File: src/rtl/output_scheduler.sv
// output_scheduler: arbitrates two requesters onto one nibble serializer.
// A winning word is captured in IDLE, strobed to the serializer in ISSUE,
// held while WAIT watches for done (or a timeout), and acknowledged in ACK.
module output_scheduler #(
  parameter int N       = 32,
  parameter int TIMEOUT = 16
) (
  input  logic         clk,
  input  logic         reset,
  input  logic         req0,
  input  logic         req1,
  input  logic [N-1:0] data0,
  input  logic [N-1:0] data1,
  output logic         ack0,
  output logic         ack1,
  output logic         ser_start,
  output logic [N-1:0] ser_data,
  input  logic         ser_done,
  output logic         busy,
  output logic         err,
  input  logic         err_clr
);

  localparam int TW = $clog2(TIMEOUT + 1);
  localparam logic [TW-1:0] TIMER_LAST = TW'(TIMEOUT - 1);
  localparam logic [TW-1:0] TIMER_MAX  = TW'(TIMEOUT);

  typedef enum logic [1:0] {
    IDLE  = 2'd0,
    ISSUE = 2'd1,
    WAIT  = 2'd2,
    ACK   = 2'd3
  } state_t;

  state_t        state;
  state_t        state_next;
  logic [N-1:0]  data_reg;
  logic          gnt_reg;
  logic          last_gnt;
  logic [TW-1:0] timer;
  logic          err_reg;
  logic          any_req;
  logic          win;
  logic          timeout_hit;

  // Pick the winner: a lone requester wins, a tie goes to whoever was not served last.
  always_comb begin
    any_req = req0 | req1;
    win     = 1'b0;
    if (req0 && req1) begin
      win = ~last_gnt;
    end else if (req1) begin
      win = 1'b1;
    end
    timeout_hit = (state == WAIT) && !ser_done && (timer >= TIMER_LAST);
  end

  // Next-state decode; timeout and done both leave WAIT for ACK.
  always_comb begin
    state_next = state;
    case (state)
      IDLE:    if (any_req) state_next = ISSUE;
      ISSUE:   state_next = WAIT;
      WAIT:    if (ser_done || timeout_hit) state_next = ACK;
      ACK:     state_next = IDLE;
      default: state_next = IDLE;
    endcase
  end

  // State register.
  always_ff @(posedge clk) begin
    if (reset) begin
      state <= IDLE;
    end else begin
      state <= state_next;
    end
  end

  // Datapath: capture in IDLE, timer in ISSUE/WAIT, fairness memory in ACK, sticky error.
  always_ff @(posedge clk) begin
    if (reset) begin
      data_reg <= '0;
      gnt_reg  <= 1'b0;
      last_gnt <= 1'b1;
      timer    <= '0;
      err_reg  <= 1'b0;
    end else begin
      if (state == IDLE && any_req) begin
        data_reg <= win ? data1 : data0;
        gnt_reg  <= win;
      end
      if (state == ISSUE) begin
        timer <= '0;
      end else if (state == WAIT && !ser_done && timer != TIMER_MAX) begin
        timer <= timer + 1'b1;
      end
      if (state == ACK) begin
        last_gnt <= gnt_reg;
      end
      if (timeout_hit) begin
        err_reg <= 1'b1;
      end else if (err_clr) begin
        err_reg <= 1'b0;
      end
    end
  end

  // Moore output decode from the registered state.
  always_comb begin
    ack0      = 1'b0;
    ack1      = 1'b0;
    ser_start = 1'b0;
    ser_data  = '0;
    busy      = 1'b0;
    err       = err_reg;
    if (state != IDLE) begin
      busy     = 1'b1;
      ser_data = data_reg;
    end
    if (state == ISSUE) begin
      ser_start = 1'b1;
    end
    if (state == ACK) begin
      ack0 = ~gnt_reg;
      ack1 = gnt_reg;
    end
  end

endmodule

File: config.mk
export PLATFORM = sky130hd
export DESIGN_NAME = output_scheduler
export DESIGN_NICKNAME = d
export VERILOG_FILES = /design/src/rtl/output_scheduler.sv
export SDC_FILE = /design/constraint.sdc
export NUM_CORES = 1
export LEC_CHECK = 0
export ABC_AREA = 1
export BUFFER_PORTS_ARGS = -buffer_cell sky130_fd_sc_hd__buf_4
export CAP_MARGIN = 10
export CORE_MARGIN = 5
export CORE_UTILIZATION = 48
export DETAILED_ROUTE_END_ITERATION = 6
export GPL_TIMING_DRIVEN = 0
export PLACE_DENSITY = 0.91
export SLEW_MARGIN = 20
export SYNTH_ARGS = -nofsm -noshare
export SYNTH_HDL_FRONTEND = slang
export SYNTH_SLANG_ARGS = --single-unit
File: constraint.sdc
create_clock -name clk -period 1.8 [get_ports clk]
set_clock_uncertainty 0.2 [all_clocks]
set_input_delay 0.27 -clock clk [delete_from_list [all_inputs] [get_ports clk]]
set_output_delay 0.27 -clock clk [all_outputs]
set_load 0.05 [all_outputs]
Yosys cells after proc, flatten, opt, wreduce, memory -nomap -nowiden
Cells that the tools add are included.
- ROM bits: 0
- output and inout bits: 37
- register bits: 42
- memories: 0
- latch bits: 0
- input bits: 70
- bits in writable memories: 0
- logic and storage cells: 42
- order comparisons: 1
- reductions and logical operators: 12
- div/mod/pow operators: 0
- bitwise logic cells: 3
- multipliers: 0
- $add $sub $neg: 1
- shift operators: 0
- multiplexer cells: 13
- eq/ne operators: 6
- operators by type and width (kind ; number):
    two-way mux 32 bit ; 2
    two-way mux 1 bit ; 8
    one-hot mux 2 bit (4 select lines) ; 1
    adder 5 x 1 -> 5 bit, second input constant ; 1
    greater-or-equal comparator 5 x 4 -> 1 bit, second input constant ; 1
    logical AND 1 bit ; 5
    inequality test 5 bit, second input constant ; 1
    == test 2 bit, second input constant ; 2
    two-way mux 2 bit ; 2
    inequality test 2 bit, second input constant ; 2
    nonzero test 2 bit ; 2
    == test 2 x 1 -> 1 bit, second input constant ; 1
    logical NOT 2 bit ; 1
    NOT 1 bit ; 2
    AND reduction 2 bit ; 1
    OR reduction 2 bit ; 1
    logical NOT 1 bit ; 1
    logical OR 1 bit ; 1
    bitwise OR 1 bit ; 1

Longest topological paths before layout
Gate-level depths: netlist of run 1.
- word-level depth: 6
- mapped depth: 9
- mapped depth without buffers: 9

Least setup slack after synthesis of run 1
No wires, ideal clock.
- path kind: register to output
- from: reg state[0]
- to: out ser_data[0]
- cell stages (with the launch flop): 6
- path slack: -0.324 ns
- data arrival time: 1.654 ns
- path through: dfxtp_1 > inv_1 > ha_1 > buf_2 > buf_1 > nor2_1
- word-level cells in the longest chain between the ends: 2
- ends and longest elaborated chain (element ; RTL line ; RTL):
    start, declared ; 35 ; state_t state;
    start signal, assigned ; 75 ; state <= state_next;
    nonzero test 2 bit ; 116 ; if (state != IDLE) begin
    two-way mux 32 bit ; 116 ;
    end, declared ; 17 ; output logic [N-1:0] ser_data,
Every way passes these cells.

Worst setup path in the final report of run 1
- from: reg state[0]
- to: out ser_data[1]
The elaborated chain is that of the path after synthesis.

==> flow_metrics.py, run 1 <==
metrics = {
    "timing": {
        "fin_hold_ws_ns": 0.0326,
        "tightest_slew_ns": 0.299,
        "relSlewSlack_pct": 80.0,
        "rsz0062_at_grt": "true",
        "setup_viol": 32,
        "drv_slew": 0,
        "fin_crit_sh_pct": 106,
        "setup_slack_ns": -0.115,
        "period_needed_ns": 1.92,
        "hold_viol": 0,
        "max_freq_ghz": 0.522,
    },
    "cells_and_area": {
        "areaGrowthSynthToFinish_pct": 61.5,
        "antenna_cells": 0,
        "fin_util_pct": 80.6,
        "finish.cell_count_without_fillers": 592,
        "n_fill_cell": 348,
        "nets": 600,
        "layout-drive-gt1-share_pct": 39.3,
        "largest_reg_flops": 32,
    },
    "critical_path": {
        "r2r_cells": 8,
        "critPathTopFamily": "buffers and inverters",
        "cp_cell_sequence": "inv_4, ha_4, buf_12, clkbuf_16, nor2_4, buf_6",
        "end_kind": "output pin",
        "critical_path.max_fanout": 7,
        "cp.buffers_inverters": 4,
        "path_class": "register to output pin",
        "path_depth": 6,
        "worstPathRequired_ns": 1.33,
        "critical_path_arrival_ns": 1.45,
        "slowest_delay_ns": 0.36,
        "startpoint_type": "register",
        "slowest_stage": "dfxtp_2",
    },
    "power": {
        "cellPowerDensity_nw_per_um2": 1520,
        "power_mw": 6.32,
        "worst_ir_drop_vdd_mv": 0.850,
        "leakage_nw": 2.10,
    },
    "min_path": {
        "hold_depth": 3,
        "min_path_type": "primary input to register",
    },
    "routing": {
        "routedWlPerCell_um": 13.8,
        "drt_iter0_markers": 145,
        "first_pass_iters": 5,
        "drc": 0,
        "wirelength_um": 8150,
        "viasPerCell": 4.82,
        "num_vias": 2855,
        "antenna_left": 0,
    },
    "placed_design": {
        "dp_cells": 576,
        "routabilityCongestion": 0.834,
        "port_buffers": 106,
        "hpwl_um": 5480,
    },
    "synthesis": {
        "yosysTopAreaCellShare_pct": 32.6,
        "syn_inst": 400,
        "synth_area_leaders": "dfxtp_1, inv_1, o21ai_0, nand2_1, nor2_1",
        "yosysWarnings": 0,
        "post-synth-top-area-cell": "dfxtp_1",
        "synth.avg_cell_area_um2": 6.45,
        "ys_types": 23,
        "syn_area_um2": 2580,
        "ys_seq_area_share_pct": 32.6,
        "synth_fp_nets": 478,
        "ys_ff_latch": 42,
    },
    "floorplan": {
        "row_count": 26,
        "die_h_um": 83.3,
        "die_width_um": 83.3,
        "initial_utilization_pct": 49.9,
        "fp.dieArea_um2": 6940,
        "num_io_pins": 107,
        "coreArea_um2": 5170,
    },
    "clock_tree": {
        "htree_levels": 2,
        "clk_latency_ns": 0.29,
        "clock_sinks": 42,
        "cts_tree": "done",
        "clk_pin_slew_ns": 0.07,
        "cts_buffers": 5,
        "cts-root-buf": "clkbuf_8",
        "clockBufferDepth": 2,
    },
    "global_route": {
        "antenna_found_initial": 0,
        "grt_max_degree": 12,
        "grt.overflow.total": 0,
        "grt_pass1_vias": 2915,
        "grt.total_usage_pct": 23.1,
        "grt_pass1_wl_um": 13300,
    },
    "run_status": {
        "violations": "negative setup slack",
        "status": "finished with violations",
    },
    "flow_run": {
        "timing.max_cap.violations": 0,
    },
}
-- synth_stat cells, drive strengths merged --
master	count
inv	119
o21ai	67
nand2	50
nor2	44
dfxtp	42
a21oi	40
buf	17
ha	8
nand3	6
clkbuf	3
clkinv	1
nand4	1
o211ai	1
xor2	1
-- per-layer routing --
layer / vias to the layer above / track usage [%] / wire length, µm
met4: 0 / 9.96 / 315
met3: 31 / 7.03 / 584
met1: 1277 / 24.9 / 3040
met5: - / 0 / 0
met2: 117 / 41.4 / 4210
li1: 1430 / - / -
-- layout make-up --
type / count / area (µm²) / area share [%]
clock buffers: 7 / 76.3 / 1.83
inverters: 120 / 463 / 11.1
multi-input cells: 218 / 1400 / 33.6
flip-flops and latches: 42 / 843 / 20.2
repair buffers: 115 / 1070 / 25.7
plain buffers: 20 / 228 / 5.47
well taps: 70 / 87.6 / 2.10
-- cells in the final DEF, fill, tap and decap left out --
| cell | n |
|---|---|
| a21oi_1 | 22 |
| a21oi_2 | 18 |
| buf_12 | 3 |
| buf_16 | 2 |
| buf_2 | 2 |
| buf_4 | 81 |
| buf_6 | 31 |
| buf_8 | 11 |
| clkbuf_1 | 2 |
| clkbuf_16 | 1 |
| clkbuf_2 | 3 |
| clkbuf_8 | 5 |
| clkinv_1 | 1 |
| dfxtp_1 | 40 |
| dfxtp_2 | 2 |
| dlygate4sd3_1 | 1 |
| ha_1 | 6 |
| ha_4 | 2 |
| inv_1 | 112 |
| inv_2 | 3 |
| inv_4 | 3 |
| inv_6 | 1 |
| nand2_1 | 48 |
| nand2_4 | 2 |
| nand3_1 | 6 |
| nand4_1 | 1 |
| nor2_1 | 11 |
| nor2_2 | 1 |
| nor2_4 | 32 |
| o211ai_1 | 1 |
| o21ai_0 | 42 |
| o21ai_1 | 23 |
| o21ai_2 | 2 |
| xor2_1 | 1 |
-- final timing paths --
path	startpoint	slack, ns	end
max reg2reg	timer[0]	0.04	state[0]
min reg2reg	timer[3]	0.28	timer[3]
min	data1[16]	0.03	data_reg[16]
max	state[0]	-0.12	ser_data[1]
-- stage by stage --
step	instance area, µm²	setup TNS, ns	setup WS (ns)
floorplan	2810	-0.814	-0.112
global placement	3690	-5.07	-0.191
detailed placement	3690	-6.42	-0.235
CTS	4060	-2.55	-0.0993
global route	4170	-4.16	-0.156
finish	4170	-2.93	-0.115
-- worst register-to-register path: cells and delay by family (launching register included) --
kind	cells	cell delay [ns]
AOI/OAI and AO/OA	1	0.18
adders and majority gates	2	0.43
and+or+nand+nor	4	0.42
buffers and inverters	1	0.07
DFF	1	0.35
-- report_power, final --
part | internal, mW | leakage, nW | switching, mW
sequential | 1.24 | 0.348 | 0.167
combinational | 1.73 | 1.72 | 2.61
clock | 0.267 | 0.0383 | 0.306
-- cells by family (layout without fill, tap and decap cells) --
logic type                 Yosys count  count (layout)  share of synthesized area, %
and+or+nand+nor                    101             101                          15.7
buffers and inverters              140             262                          23.6
adders and majority gates            8               8                          3.88
AOI/OAI and AO/OA                  108             108                          24.0
DFF                                 42              42                          32.6
xor gates and xnor gates             1               1                         0.340
-- timing repair --
item / CTS / global route
buffers inserted: 5 / 1
resized for setup: 61 / 26
hold buffers: 1 / 0
setup endpoints to repair: 34 / 57
cloned: 2 / 1
pin swaps: 3 / 6
hold endpoints to repair: 2 / 0
No activity file was read; power rests on OpenSTA's default activity.
==> run 2, diff against run 1 <==
--- a/config.mk
+++ b/config.mk
@@ -9,10 +9,11 @@
 export BUFFER_PORTS_ARGS = -buffer_cell sky130_fd_sc_hd__buf_4
 export CAP_MARGIN = 10
 export CORE_MARGIN = 5
-export CORE_UTILIZATION = 48
+export CORE_UTILIZATION = 50
+export CTS_BUF_LIST = sky130_fd_sc_hd__clkbuf_4
 export DETAILED_ROUTE_END_ITERATION = 6
 export GPL_TIMING_DRIVEN = 0
-export PLACE_DENSITY = 0.91
+export PLACE_DENSITY = 0.94
 export SLEW_MARGIN = 20
 export SYNTH_ARGS = -nofsm -noshare
 export SYNTH_HDL_FRONTEND = slang
==> constraint.sdc (replaced) <==
create_clock -name clk -period 1.8 [get_ports clk]
set_clock_uncertainty 0.2 [all_clocks]
set_input_delay 0 -clock clk [delete_from_list [all_inputs] [get_ports clk]]
set_output_delay 0 -clock clk [all_outputs]
set_load 0.05 [all_outputs]
==> flow_metrics.py, run 2 (synthesis gave the netlist of run 1 again) <==
metrics = {
    "run_status": {
        "status": "finished with violations",
        "violations": "negative setup slack",
    },
    "cells_and_area": {
        "layout-drive-gt1-share_pct": 33.6,
        "nets": 666,
        "layout_commonest_cell": "inv_1",
        "fin_area_um2": 4660,
        "layout_common_cells": "inv_1, buf_4, dlygate4sd3_1, nand2_1, o21ai_0",
        "areaGrowthSynthToFinish_pct": 80.5,
        "largest_reg_flops": 32,
        "finish.cell_count_without_fillers": 657,
        "antenna_cells": 0,
    },
    "placed_design": {
        "hpwl_um": 5490,
        "routabilityCongestion": 0.829,
        "dp_cells": 576,
        "placedInstanceArea_um2": 3460,
        "port_buffers": 106,
    },
    "floorplan": {
        "die_h_um": 81.8,
        "row_count": 26,
        "coreArea_um2": 5070,
        "num_io_pins": 107,
        "die_width_um": 81.8,
        "fp.dieArea_um2": 6700,
        "initial_utilization_pct": 50.8,
    },
    "routing": {
        "num_vias": 3727,
        "drt_iter0_markers": 355,
        "viasPerCell": 5.67,
        "drc": 0,
        "first_pass_iters": 5,
        "antenna_left": 0,
        "wirelength_um": 13000,
        "routedWlPerCell_um": 19.8,
    },
    "clock_tree": {
        "cts_tree": "done",
        "clk_latency_ns": 0.36,
        "clockBufferDepth": 2,
        "cts-root-buf": "clkbuf_4",
        "clk_pin_slew_ns": 0.12,
        "cts_buffers": 5,
        "htree_levels": 2,
        "clock_sinks": 42,
    },
    "critical_path": {
        "worstPathRequired_ns": 1.89,
        "end_kind": "register",
        "critical_path_arrival_ns": 1.95,
        "startpoint_type": "register",
        "regToRegSetupSlack_ns": -0.06,
        "critical_path.max_fanout": 10,
        "path_class": "register to register",
    },
    "global_route": {
        "grt_pass1_wl_um": 15700,
        "grt_pass1_vias": 3381,
        "grt_max_degree": 12,
        "antenna_found_initial": 0,
        "grt.total_usage_pct": 30.9,
        "grt.overflow.total": 0,
    },
    "timing": {
        "relSlewSlack_pct": 68.0,
        "max_freq_ghz": 0.537,
        "drv_slew": 0,
        "setup_viol": 2,
        "fin_crit_sh_pct": 103,
        "setup_slack_ns": -0.0624,
        "period_needed_ns": 1.86,
        "tightest_slew_ns": 0.480,
        "hold_viol": 0,
    },
    "power": {
        "leakage_nw": 2.34,
        "worst_ir_drop_vdd_mv": 0.818,
        "cellPowerDensity_nw_per_um2": 1350,
    },
    "min_path": {
        "min_path_type": "primary input to register",
    },
    "flow_run": {
        "timing.max_cap.violations": 0,
    },
}
[run 2: cell types whose count changed in the layout (fill, tap and decap cells not counted), moves of 5 or more]
cell / change
nor2_2: +13
nor2_4: -14
clkbuf_8: -5
dlygate4sd3_1: +69
buf_8: -6
clkbuf_4: +5
[run 2: routing by layer]
layer	wire length, µm	vias to the layer above	GRT usage [%]
li1	-	1561	-
met3	1340	125	7.13
met4	1090	0	17.4
met2	6480	360	56.5
met5	0	-	0
met1	4100	1681	32.1
[run 2: critical path: stages (launching register included)]
cell           delay [ns]
dfxtp_1              0.35
a21oi_2              0.24
buf_6                0.18
nand2_1              0.07
dlygate4sd3_1        0.57
a21oi_1              0.19
[run 2: timing repair]
action,CTS,global route
setup buffers,2,2
hold buffers,70,0
gates cloned,0,1
pin swaps,0,3
setup endpoints to repair,31,38
resized for setup,48,68
hold endpoints to repair,41,0
[run 2: area by class of cell]
cell class / count / area [µm²]
sequential: 42 / 843
fill: 190 / 419
tap: 70 / 87.6
clock inverter: 1 / 3.75
inverter: 120 / 455
clock buffer: 5 / 37.5
timing repair buffer: 181 / 1680
multi-input combinational: 218 / 1320
buffer: 20 / 223
[run 2: path summary, 6_finish.rpt]
path	start	cells after the start	endpoint
setup reg to reg	last_gnt	5	data_reg[20]
hold reg to reg	err	2	err
setup / recovery	last_gnt	5	data_reg[20]
hold / removal	reset	3	err
[run 2: report_power, final]
| part | internal (mW) | total, mW | switching (mW) |
|---|---|---|---|
| combinational | 1.61 | 4.40 | 2.79 |
| clock | 0.134 | 0.452 | 0.318 |
| sequential | 1.24 | 1.44 | 0.203 |
| total | 2.99 | 6.30 | 3.31 |
[run 2: per-stage QoR]
step                TNS (ns)  hold slack [ns]  utilization, %  setup slack [ns]  total power, mW
floorplan              -1.63           -0.131               -           -0.0542             3.53
global placement           0         -0.00417            68.2            0.0510             4.27
detailed placement         0         -0.00346            68.2            0.0390             4.37
CTS                        0            0.176            86.0           0.00952             5.24
global route          -0.294            0.201            91.7           -0.0985             6.51
finish               -0.0747            0.179            91.7           -0.0624             6.30
==> run 3, diff against run 2 <==
==> constraint.sdc (replaced) <==
create_clock -name clk -period 2.4 [get_ports clk]
set_clock_uncertainty 0.2 [all_clocks]
set_input_delay 0 -clock clk [delete_from_list [all_inputs] [get_ports clk]]
set_output_delay 0 -clock clk [all_outputs]
set_load 0.05 [all_outputs]
==> flow_metrics.py, run 3 (synthesis gave the netlist of run 1 again) <==
metrics = {
    "timing": {
        "tightest_slew_ns": 0.497,
        "rsz0062_at_grt": "false",
        "fin_hold_ws_ns": 0.198,
        "drv_slew": 0,
        "fin_crit_sh_pct": 97.2,
        "setup_viol": 0,
        "max_freq_ghz": 0.429,
        "period_needed_ns": 2.33,
        "relSlewSlack_pct": 66.9,
        "hold_viol": 0,
        "tns_ns": 0,
    },
    "clock_tree": {
        "postCtsSetupRepairBufs": 0,
        "cts-root-buf": "clkbuf_4",
        "clk_pin_slew_ns": 0.12,
        "cts_tree": "done",
        "clock_sinks": 42,
        "htree_levels": 2,
        "clockBufferDepth": 2,
        "clk_latency_ns": 0.34,
        "cts_buffers": 5,
    },
    "floorplan": {
        "die_h_um": 81.8,
        "row_count": 26,
        "die_width_um": 81.8,
        "coreArea_um2": 5070,
        "initial_utilization_pct": 50.8,
        "fp.dieArea_um2": 6700,
        "num_io_pins": 107,
    },
    "critical_path": {
        "slowest_stage": "dlygate4sd3_1",
        "end_kind": "register",
        "critical_path.max_fanout": 10,
        "worstPathRequired_ns": 2.49,
        "startpoint_type": "primary input",
        "path_class": "primary input to register",
        "slowest_delay_ns": 0.57,
        "cpMostUsedCell": "dlygate4sd3_1",
        "cp_cell_sequence": "dlygate4sd3_1, buf_4, a21oi_2, buf_6, nand2_1, dlygate4sd3_1, a21oi_1, dlygate4sd3_1",
        "critical_path_arrival_ns": 2.42,
    },
    "placed_design": {
        "placedInstanceArea_um2": 3460,
        "port_buffers": 106,
        "hpwl_um": 5490,
        "routabilityCongestion": 0.829,
        "dp_cells": 576,
    },
    "routing": {
        "antenna_left": 0,
        "drt_iter0_markers": 157,
        "met3_length_um": 592,
        "top_layer_used": "met4",
        "wl_met1_um": 3390,
        "met2_length_um": 4850,
        "drc": 0,
        "viasPerCell": 4.91,
        "first_pass_iters": 4,
        "routedWlPerCell_um": 13.9,
        "wirelength_um": 9120,
        "num_vias": 3213,
    },
    "cells_and_area": {
        "layout-drive-gt1-share_pct": 26.0,
        "nets": 663,
        "antenna_cells": 0,
        "layout_commonest_cell": "inv_1",
        "areaGrowthSynthToFinish_pct": 64.3,
        "layout_common_cells": "inv_1, buf_4, dlygate4sd3_1, nand2_1, nor2_1",
        "finish.cell_count_without_fillers": 654,
        "seq_area_um2": 842,
        "multi_input_area_um2": 1130,
        "n_fill_cell": 299,
        "largest_reg_flops": 32,
        "fin_area_um2": 4240,
    },
    "global_route": {
        "grt.overflow.total": 0,
        "grt_pass1_vias": 3278,
        "grt.total_usage_pct": 28.0,
        "grt_pass1_wl_um": 14500,
        "antenna_found_initial": 0,
        "grt_max_degree": 12,
    },
    "run_status": {
        "status": "complete, no violations",
    },
    "min_path": {
        "min_path_type": "primary input to register",
    },
    "power": {
        "worst_ir_drop_vdd_mv": 0.545,
        "leakage_nw": 2.26,
        "cellPowerDensity_nw_per_um2": 903,
    },
    "flow_run": {
        "timing.max_cap.violations": 0,
    },
}
==> run 3: changes by cell type in the layout (fill, tap and decap cells not counted), sizes merged <==
cell         previous run  this run
buf                   127       122
dlygate4sd3            70        72
==> run 3: per-layer routing <==
layer	up-vias	GRT usage, %
li1	1555	-
met1	1485	30.1
met2	143	53.0
met3	30	5.70
met4	0	11.1
met5	-	0
==> run 3: final cells by class <==
cell class | count | area share (%)
well taps | 70 | 2.07
clock inverters | 1 | 0.0885
plain buffers | 20 | 3.81
multi-input cells | 218 | 26.8
inverters | 120 | 10.7
clock buffers | 5 | 0.885
flip-flops and latches | 42 | 19.9
repair buffers | 178 | 35.8
==> run 3: through the flow <==
stage               power (mW)  util [%]  setup slack (ns)
floorplan                 2.65         -             0.546
global placement          3.20      68.2             0.651
detailed placement        3.28      68.2             0.639
CTS                       3.74      83.5           0.00498
global route              4.08      83.5           0.00710
finish                    3.83      83.5            0.0663
==> run 3: power breakdown <==
group	internal (mW)	switching, mW	total, mW
Combinational	0.849	1.60	2.45
Clock	0.101	0.221	0.322
Sequential	0.926	0.130	1.06
Total	1.88	1.95	3.83
==> run 3: what timing repair did <==
action,CTS,global route
hold endpoints to repair,41,0
resized for setup,0,6
setup endpoints to repair,0,6
hold buffers,73,0
==> run 3: path summary, 6_finish.rpt <==
| check | from | end | slack, ns | depth (start not counted) |
|---|---|---|---|---|
| min reg2reg | timer[3] | timer[3] | 0.29 | 2 |
| max reg2reg | last_gnt | data_reg[19] | 0.07 | 6 |
| min | reset | gnt_reg | 0.20 | 3 |
| max | req0 | data_reg[19] | 0.07 | 8 |
==> run 3: critical path: cells and delay by family <==
kind,cells,cell delay (ns)
and+or+nand+nor,1,0.05
AOI/OAI and AO/OA,2,0.37
buffers and inverters,5,2.00
